### src/rtl/sampling_pkg.sv
// Constants shared by the downsampler/upsampler pair: default raster size,
// counter width and pixel width.
package sampling_pkg;
    localparam int NUMCOL_DEF = 800;
    localparam int NUMROW_DEF = 600;
    localparam int CNT_W      = 10;
    localparam int DW_DEF     = 8;

    typedef logic [CNT_W-1:0] cnt_t;
endpackage

### src/rtl/downsampler2_if.sv
// Pixel stream in, averaged pixel stream out to the external FIFO, plus raster
// position and status.
interface downsampler2_if #(
    parameter int DW = sampling_pkg::DW_DEF
);
    logic                           valid;
    logic [DW-1:0]                  data;
    logic                           fifo_full;
    logic [sampling_pkg::CNT_W-1:0] current_rowcount;
    logic [sampling_pkg::CNT_W-1:0] current_colcount;
    logic [DW-1:0]                  dataout;
    logic                           validout;
    logic                           frame_done;
    logic                           overflow;

    modport slave (
        input  valid, data, fifo_full,
        output current_rowcount, current_colcount, dataout, validout, frame_done, overflow
    );

    modport master (
        output valid, data, fifo_full,
        input  current_rowcount, current_colcount, dataout, validout, frame_done, overflow
    );
endinterface

### src/rtl/line_buffer_ram.sv
// Simple dual-port RAM: one write port, one synchronous read port whose output
// holds while re is low.
module line_buffer_ram #(
    parameter int DEPTH = 400,
    parameter int WIDTH = 9,
    parameter int AW    = 9
) (
    input  logic             clock,
    input  logic             we,
    input  logic [AW-1:0]    waddr,
    input  logic [WIDTH-1:0] wdata,
    input  logic             re,
    input  logic [AW-1:0]    raddr,
    output logic [WIDTH-1:0] q
);
    logic [WIDTH-1:0] mem [DEPTH];

    always_ff @(posedge clock) begin
        if (we) mem[waddr] <= wdata;
    end

    // q must survive input gaps between the two pixels that consume it.
    always_ff @(posedge clock) begin
        if (re) q <= mem[raddr];
    end
endmodule

### src/rtl/downsampler2.sv
// 2x2 box-average decimator: even rows store horizontal pair sums in a line
// buffer, odd rows add the stored sum to the current pair and emit sum/4.
module downsampler2
    import sampling_pkg::*;
#(
    parameter int NUMCOL = NUMCOL_DEF,
    parameter int NUMROW = NUMROW_DEF,
    parameter int DW     = DW_DEF
) (
    input  logic          clock,
    input  logic          reset,
    downsampler2_if.slave bus
);
    localparam int   AW       = (NUMCOL / 2 > 1) ? $clog2(NUMCOL / 2) : 1;
    localparam cnt_t LAST_COL = cnt_t'(NUMCOL - 1);
    localparam cnt_t LAST_ROW = cnt_t'(NUMROW - 1);

    cnt_t          row, col;
    logic [DW-1:0] h_reg;
    logic [DW:0]   pair_sum, lb_q;
    logic [DW+1:0] sum4;
    logic [AW-1:0] lb_addr;
    logic          odd_row, odd_col, last_col, last_row;
    logic          lb_we, lb_re, fire;
    logic [DW-1:0] dataout;
    logic          validout, frame_done, overflow;

    assign odd_row  = row[0];
    assign odd_col  = col[0];
    assign last_col = (col == LAST_COL);
    assign last_row = (row == LAST_ROW);
    assign lb_addr  = col[AW:1];

    assign pair_sum = {1'b0, h_reg} + {1'b0, bus.data};
    assign sum4     = {1'b0, lb_q} + {2'b00, h_reg} + {2'b00, bus.data};

    assign lb_we = bus.valid && !odd_row && odd_col;
    assign lb_re = bus.valid && odd_row && !odd_col;
    assign fire  = bus.valid && odd_row && odd_col;

    always_ff @(posedge clock or negedge reset) begin
        if (!reset) begin
            row <= '0;
            col <= '0;
        end else if (bus.valid) begin
            if (last_col) begin
                col <= '0;
                row <= last_row ? '0 : row + 1'b1;
            end else begin
                col <= col + 1'b1;
            end
        end
    end

    always_ff @(posedge clock or negedge reset) begin
        if (!reset)                  h_reg <= '0;
        else if (bus.valid && !odd_col) h_reg <= bus.data;
    end

    line_buffer_ram #(
        .DEPTH(NUMCOL / 2),
        .WIDTH(DW + 1),
        .AW   (AW)
    ) u_line_buffer (
        .clock(clock),
        .we   (lb_we),
        .waddr(lb_addr),
        .wdata(pair_sum),
        .re   (lb_re),
        .raddr(lb_addr),
        .q    (lb_q)
    );

    // The FIFO cannot stall us; a write into a full FIFO is only flagged.
    always_ff @(posedge clock or negedge reset) begin
        if (!reset) begin
            dataout    <= '0;
            validout   <= 1'b0;
            frame_done <= 1'b0;
            overflow   <= 1'b0;
        end else begin
            validout   <= fire;
            frame_done <= fire && last_row && last_col;
            overflow   <= overflow || (validout && bus.fifo_full);
            if (fire) dataout <= sum4[DW+1:2];
        end
    end

    assign bus.current_rowcount = row;
    assign bus.current_colcount = col;
    assign bus.dataout          = dataout;
    assign bus.validout         = validout;
    assign bus.frame_done       = frame_done;
    assign bus.overflow         = overflow;
endmodule
### src/flat_wrapper.sv
// flat-port wrapper written by rule: the top's interface ports become plain ports
module downsampler2_flat import sampling_pkg::*;
#(
    parameter int NUMCOL = NUMCOL_DEF,
    parameter int NUMROW = NUMROW_DEF,
    parameter int DW     = DW_DEF
)
  (clock, reset, bus_valid, bus_data, bus_fifo_full, bus_current_rowcount, bus_current_colcount, bus_dataout, bus_validout, bus_frame_done, bus_overflow);
  downsampler2_if #(.DW(DW)) bus_i ();
  input  logic clock;
  input  logic reset;
  input wire logic [$bits(bus_i.valid)-1:0] bus_valid;
  input wire logic [$bits(bus_i.data)-1:0] bus_data;
  input wire logic [$bits(bus_i.fifo_full)-1:0] bus_fifo_full;
  output wire logic [$bits(bus_i.current_rowcount)-1:0] bus_current_rowcount;
  output wire logic [$bits(bus_i.current_colcount)-1:0] bus_current_colcount;
  output wire logic [$bits(bus_i.dataout)-1:0] bus_dataout;
  output wire logic [$bits(bus_i.validout)-1:0] bus_validout;
  output wire logic [$bits(bus_i.frame_done)-1:0] bus_frame_done;
  output wire logic [$bits(bus_i.overflow)-1:0] bus_overflow;
  assign bus_i.valid = bus_valid;
  assign bus_i.data = bus_data;
  assign bus_i.fifo_full = bus_fifo_full;
  assign bus_current_rowcount = bus_i.current_rowcount;
  assign bus_current_colcount = bus_i.current_colcount;
  assign bus_dataout = bus_i.dataout;
  assign bus_validout = bus_i.validout;
  assign bus_frame_done = bus_i.frame_done;
  assign bus_overflow = bus_i.overflow;
  downsampler2 #(.NUMCOL(NUMCOL), .NUMROW(NUMROW), .DW(DW)) u_core (.clock(clock), .reset(reset), .bus(bus_i));
endmodule
### config.mk
export PLATFORM = sky130hd
export DESIGN_NAME = downsampler2_flat
export DESIGN_NICKNAME = d
export VERILOG_FILES = /design/src/rtl/sampling_pkg.sv /design/src/rtl/downsampler2_if.sv /design/src/rtl/line_buffer_ram.sv /design/src/rtl/downsampler2.sv /design/src/flat_wrapper.sv
export SDC_FILE = /design/constraint.sdc
export NUM_CORES = 2
export LEC_CHECK = 0
export BUFFER_PORTS_ARGS = -buffer_cell sky130_fd_sc_hd__buf_2
export CAP_MARGIN = 30
export CORE_AREA = 2 2 606 608
export DETAILED_ROUTE_END_ITERATION = 16
export DIE_AREA = 0 0 608 610
export PLACE_DENSITY = 0.51
export SYNTH_ARGS = -nofsm -noshare
export SYNTH_HDL_FRONTEND = slang
export SYNTH_SLANG_ARGS = --single-unit
export TNS_END_PERCENT = 5
### constraint.sdc
create_clock -name clock -period 18.6 [get_ports clock]
set_input_delay 3.72 -clock clock [delete_from_list [all_inputs] [get_ports clock]]
set_output_delay 3.72 -clock clock [all_outputs]
set_load 0.03 [all_outputs]
-- Word level (Yosys, flattened, before mapping)
Memories as Yosys holds them, arrays and structs flattened. A register that Yosys moved wholly into a read port is not among the register bits.
Index checks and enable logic that the tools add are counted.
- input port bits: 12
- bits in latches: 0
- register bits: 39
- RAM bits: 3600
- memories: 1
- ROM bits: 0
- memory list (name ; depth ; bits a word ; rd ports ; clocked after Yosys merged registers in ; write ports ; RTL line ; source):
    u_core.u_line_buffer.mem ; 400 ; 9 ; 1 ; 1 ; 1 ; line_buffer_ram.sv:16 ; logic [WIDTH-1:0] mem [DEPTH];
- magnitude comparators: 0
- $add $sub $neg: 5
- multiplexer cells: 4
- bitwise logic cells: 0
- shift operators: 0
- multiply operators: 0
- equality and inequality tests: 2
- divide/modulo/power cells: 0
- reductions and logical operators: 13
- operator list (cell ; number):
    $add A10 B1 Y10 const B ; 2
    $eq A10 B10 Y1 const B ; 2
    $mux W10 ; 2
    $add A10 B8 Y10 ; 1
    $add A9 B8 Y10 ; 1
    $add A8 B8 Y9 ; 1
    $logic_and A1 B1 Y1 ; 9
    $logic_not A1 Y1 ; 2
    $mux W1 ; 2
    $reduce_and A2 Y1 ; 1
    $logic_or A1 B1 Y1 ; 1

-- Logic depth before layout (Yosys ltp)
- word-level depth: 5
- gate-level depth with buffers: 14

-- Modules after synthesis
From an unflattened synthesis, not the netlist that was laid out.
- cells, all modules: 6663
- area, all modules: 142045.0 µm²
- modules (own cells, without submodules) (module ; cells an instance ; instances ; area an instance (µm²)):
    line_buffer_ram ; 6427 ; 1 ; 139593.9
    downsampler2 ; 236 ; 1 ; 2451.1

-- Worst setup path after synthesis
OpenSTA, ideal clock, no wires.
- path type: input to register
- from: input bus_data[0]
- to: memory u_core.u_line_buffer.mem[0][6] (data pin)
- path slack: 373 ps
- required time: 16142 ps
- cell stages on the path: 7
- arrival time: 15769 ps
- buffers on the path: 0
- cell sequence: ha_1 -> fa_1 -> a21o_1 -> a21oi_1 -> o21bai_1 -> a21oi_1 -> xnor2_1
- longest elaborated chain between the ends: 1
- ends and longest elaborated chain (element ; RTL line ; source):
    start, declared ; flat_wrapper.sv:13 ; input wire logic [$bits(bus_i.data)-1:0] bus_data;
    $add A8 B8 Y9 ; downsampler2.sv:34 ; assign pair_sum = {1'b0, h_reg} + {1'b0, bus.data};
    named net u_core.pair_sum[6] ; downsampler2.sv:20 ; logic [DW:0] pair_sum, lb_q;
    end, declared ; line_buffer_ram.sv:16 ;
The timed path passes the listed nets, and every way through them passes these cells.

-- Worst setup path after layout
- from: input bus_data[0]
- to: memory u_core.u_line_buffer.mem[32][4] (data pin)
The elaborated chain is that of the path after synthesis.

==> qor.yml <==
floorplan:
  die-area_um2: 370900
  io_pins: 43
  fp.dieH_um: 610
  placementRows: 222
  chipWidth_um: 608
  initial_core_util_pct: 38.89
  design.core.area_um2: 364400
synthesis:
  synth-xor-area-share_pct: 0.1421
  ys_ff_latch: 3648
  syn_area_um2: 141700
  synth_area_leaders: "edfxtp_1 76%, mux4_2 12%, mux2i_1 2.4%"
  syn_avg_cell_area_um2: 20.76
  yosys.area_share.simple_pct: 2.867
  ys_top_cells_by_count: "3609 x edfxtp_1, 759 x mux4_2, 477 x nor2_1"
  synthFlopType: "edfxtp_1"
  synth_compound_area_share_pct: 3.322
  synth_nets: 6867
  synth_top_family_by_area: "multiplexers"
  synth_largest_area_cell: "edfxtp_1"
  synth.distinct_cells: 79
  seq_area_frac_synth_pct: 77.16
  async_flop_share_pct: 1.069
  syn_inst: 6828
  synth.mux.area_fraction_pct: 14.62
  netlist.area_leader.share_pct: 76.47
  synth_edf_count: 3609
  synthAdderAreaFrac_pct: 0.2860
  synth.most_common_cell: "edfxtp_1"
  yosysWarnings: 0
outcome:
  status: "complete, no violations"
finish:
  top_register: "u_core.u_line_buffer.mem"
  drive_gt1_share_pct: 23.46
  finalInstanceArea_um2: 161400
  nets: 7223
  areaGrowthSynthToFinish_pct: 13.91
  largest_reg_flops: 3600
drt:
  drt_first_pass_iters: 6
  wl_per_cell_um: 37.58
  wl_mm: 464.3
  drtAntennaViolNets: 0
  drc: 0
  drt_iter0_markers: 10110
  vias: 74210
  viasPerCell: 6.008
sta:
  fin_crit_ns: 7.458
  tns_ns: 0
  hold_violations: 0
  setup_viol: 0
  rsz0062_at_grt: "false"
  finalCritPeriodShare_pct: 40.10
  skew_ns: 0.09053
  clock.fmax_mhz: 134.1
  holdWs_ns: 0.4538
  slew_headroom_pct: 12.37
  worstMarginPinSlew_ns: 1.315
  final-max-slew-violation-count: 0
placed_design:
  dpl-instance-area_um2: 148800
  io_buffers: 42
  gp_congestion: 0.8843
  place_hpwl_mm: 289.3
clocking:
  post_cts_buffers: 0
  clkTransAtPathRegs_ns: 0.06
  cts_buffers: 386
  cts_resized: 0
  htreeDepth: 5
  post_cts_hold_buffer_count: 0
  tritoncts: "done"
  cts_buffer_depth: 4
  cts_root_buf: "clkbuf_16"
  clock_sinks: 3648
  clkLatencyLatePin_ns: 1.00
run:
  cap_violations: 0
global_route:
  grt_pass1_wl_mm: 628.9
  grt_pass1_vias: 72860
  grt.total_usage_pct: 24.58
  grt_max_degree: 189
  met2_usage_pct: 38.14
  antenna_found_initial: 34
  overflow: 0
  grtUsageMet3_pct: 5.128
  grt_use_met1_pct: 34.05
  top_usage_layer: "met2"
critical_path:
  crit_fanout: 81
  crit_type: "input pin to register"
  end_kind: "register"
  cp-start-kind: "input pin"
  arrival_ns: 8.07
  crit_required_ns: 19.21
worst_hold_path:
  hold_path.class: "register to register"
power:
  power_density_nw_per_um2: 160.6
  peakVddDrop_uv: 182.4
  p_leak_uw: 0.05050
cell type report:
class,instances,area [µm²]
sequential,3648,109400
inverter,13,56.30
antenna,31,77.57
timing repair buffer,385,3346
multi-input combinational,2750,30370
clock buffer,467,10090
tap,4816,6026
clock inverter,243,2096
fill,31080,203000
critical path: stages:
cell and delay (ns):
buf_2 0.13, ha_4 0.16, fa_4 0.47, a21o_1 0.19
a21oi_1 0.32, xnor2_2 0.15, buf_4 0.55, buf_4 0.25
buf_16 0.29, buf_4 0.71, buf_4 0.79
metrics by stage:
stage | power [µW] | util, % | setup WS (ns) | std cells
floorplan | 15590 | - | 0.3734 | 6828
global placement | 18430 | 40.66 | 9.942 | 11530
detailed placement | 18530 | 40.83 | 9.879 | 11580
CTS | 25980 | 44.18 | 10.88 | 12290
global route | 26560 | 44.28 | 10.99 | 12330
finish | 25920 | 44.30 | 11.14 | 12350
layer usage:
metal / up-vias / routed length, µm
met1: 40390 / 187400
li1: 29250 / -
met5: - / 91
met3: 710 / 42000
met2: 3851 / 215000
met4: 12 / 19720
report_power, final:
part | total [µW] | switching, µW | leakage, µW | internal (µW)
clock network | 7530 | 3270 | 0.00593 | 4260
logic | 8060 | 5620 | 0.0116 | 2430
registers | 10300 | 83.4 | 0.0329 | 10300
placed cells by master, fill, tap and decap left out, drive strengths merged, types with 16 or more instances in the layout:
master,synthesis,routed
edfxtp,3609,3609
mux4,759,759
nor2,477,477
clkbuf,192,469
buf,225,383
mux2i,335,335
a22oi,198,198
clkinv,1,187
nand2,173,173
a21oi,108,108
nand3,73,73
o21ai,70,70
o22ai,67,67
a221oi,58,58
nand4,40,40
dfrtp,39,39
a22o,37,37
diode,0,31
bufinv,0,28
nor3,27,27
inv,12,26
mux2,24,24
a31oi,23,23
ha,18,18
a211oi,16,16
and3,16,16
worst paths after layout:
check | cells after the start | start | endpoint | slack (ns)
worst max register to register | 9 | u_core.bus.current_colcount[1]$_DFFE_PN0P_ | u_core.u_line_buffer.q[1]$_DFFE_PP_ | 12.23
worst min-delay path | 1 | u_core.bus.overflow$_DFF_PN0_ | u_core.bus.overflow$_DFF_PN0_ | 0.45
worst max-delay path | 11 | bus_data[0] | u_core.u_line_buffer.mem[32][4]$_DFFE_PP_ | 11.14
max in group asynchronous | 2 | reset | u_core.bus.current_colcount[1]$_DFFE_PN0P_ | 15.54
worst min register to register | 1 | u_core.bus.overflow$_DFF_PN0_ | u_core.bus.overflow$_DFF_PN0_ | 0.45
min in group asynchronous | 1 | reset | u_core.bus.current_rowcount[2]$_DFFE_PN0P_ | 2.60
kinds of logic (layout without fill, tap and decap cells):
logic type	Yosys count	count (layout)
xor+xnor	23	23
fa+ha+maj	27	27
flops	3648	3648
mux	1118	1118
other cells	0	31
simple gates	912	912
buf+inv	430	1108
compound gates	670	670
Note: power is estimated with default switching activity, not from simulation.
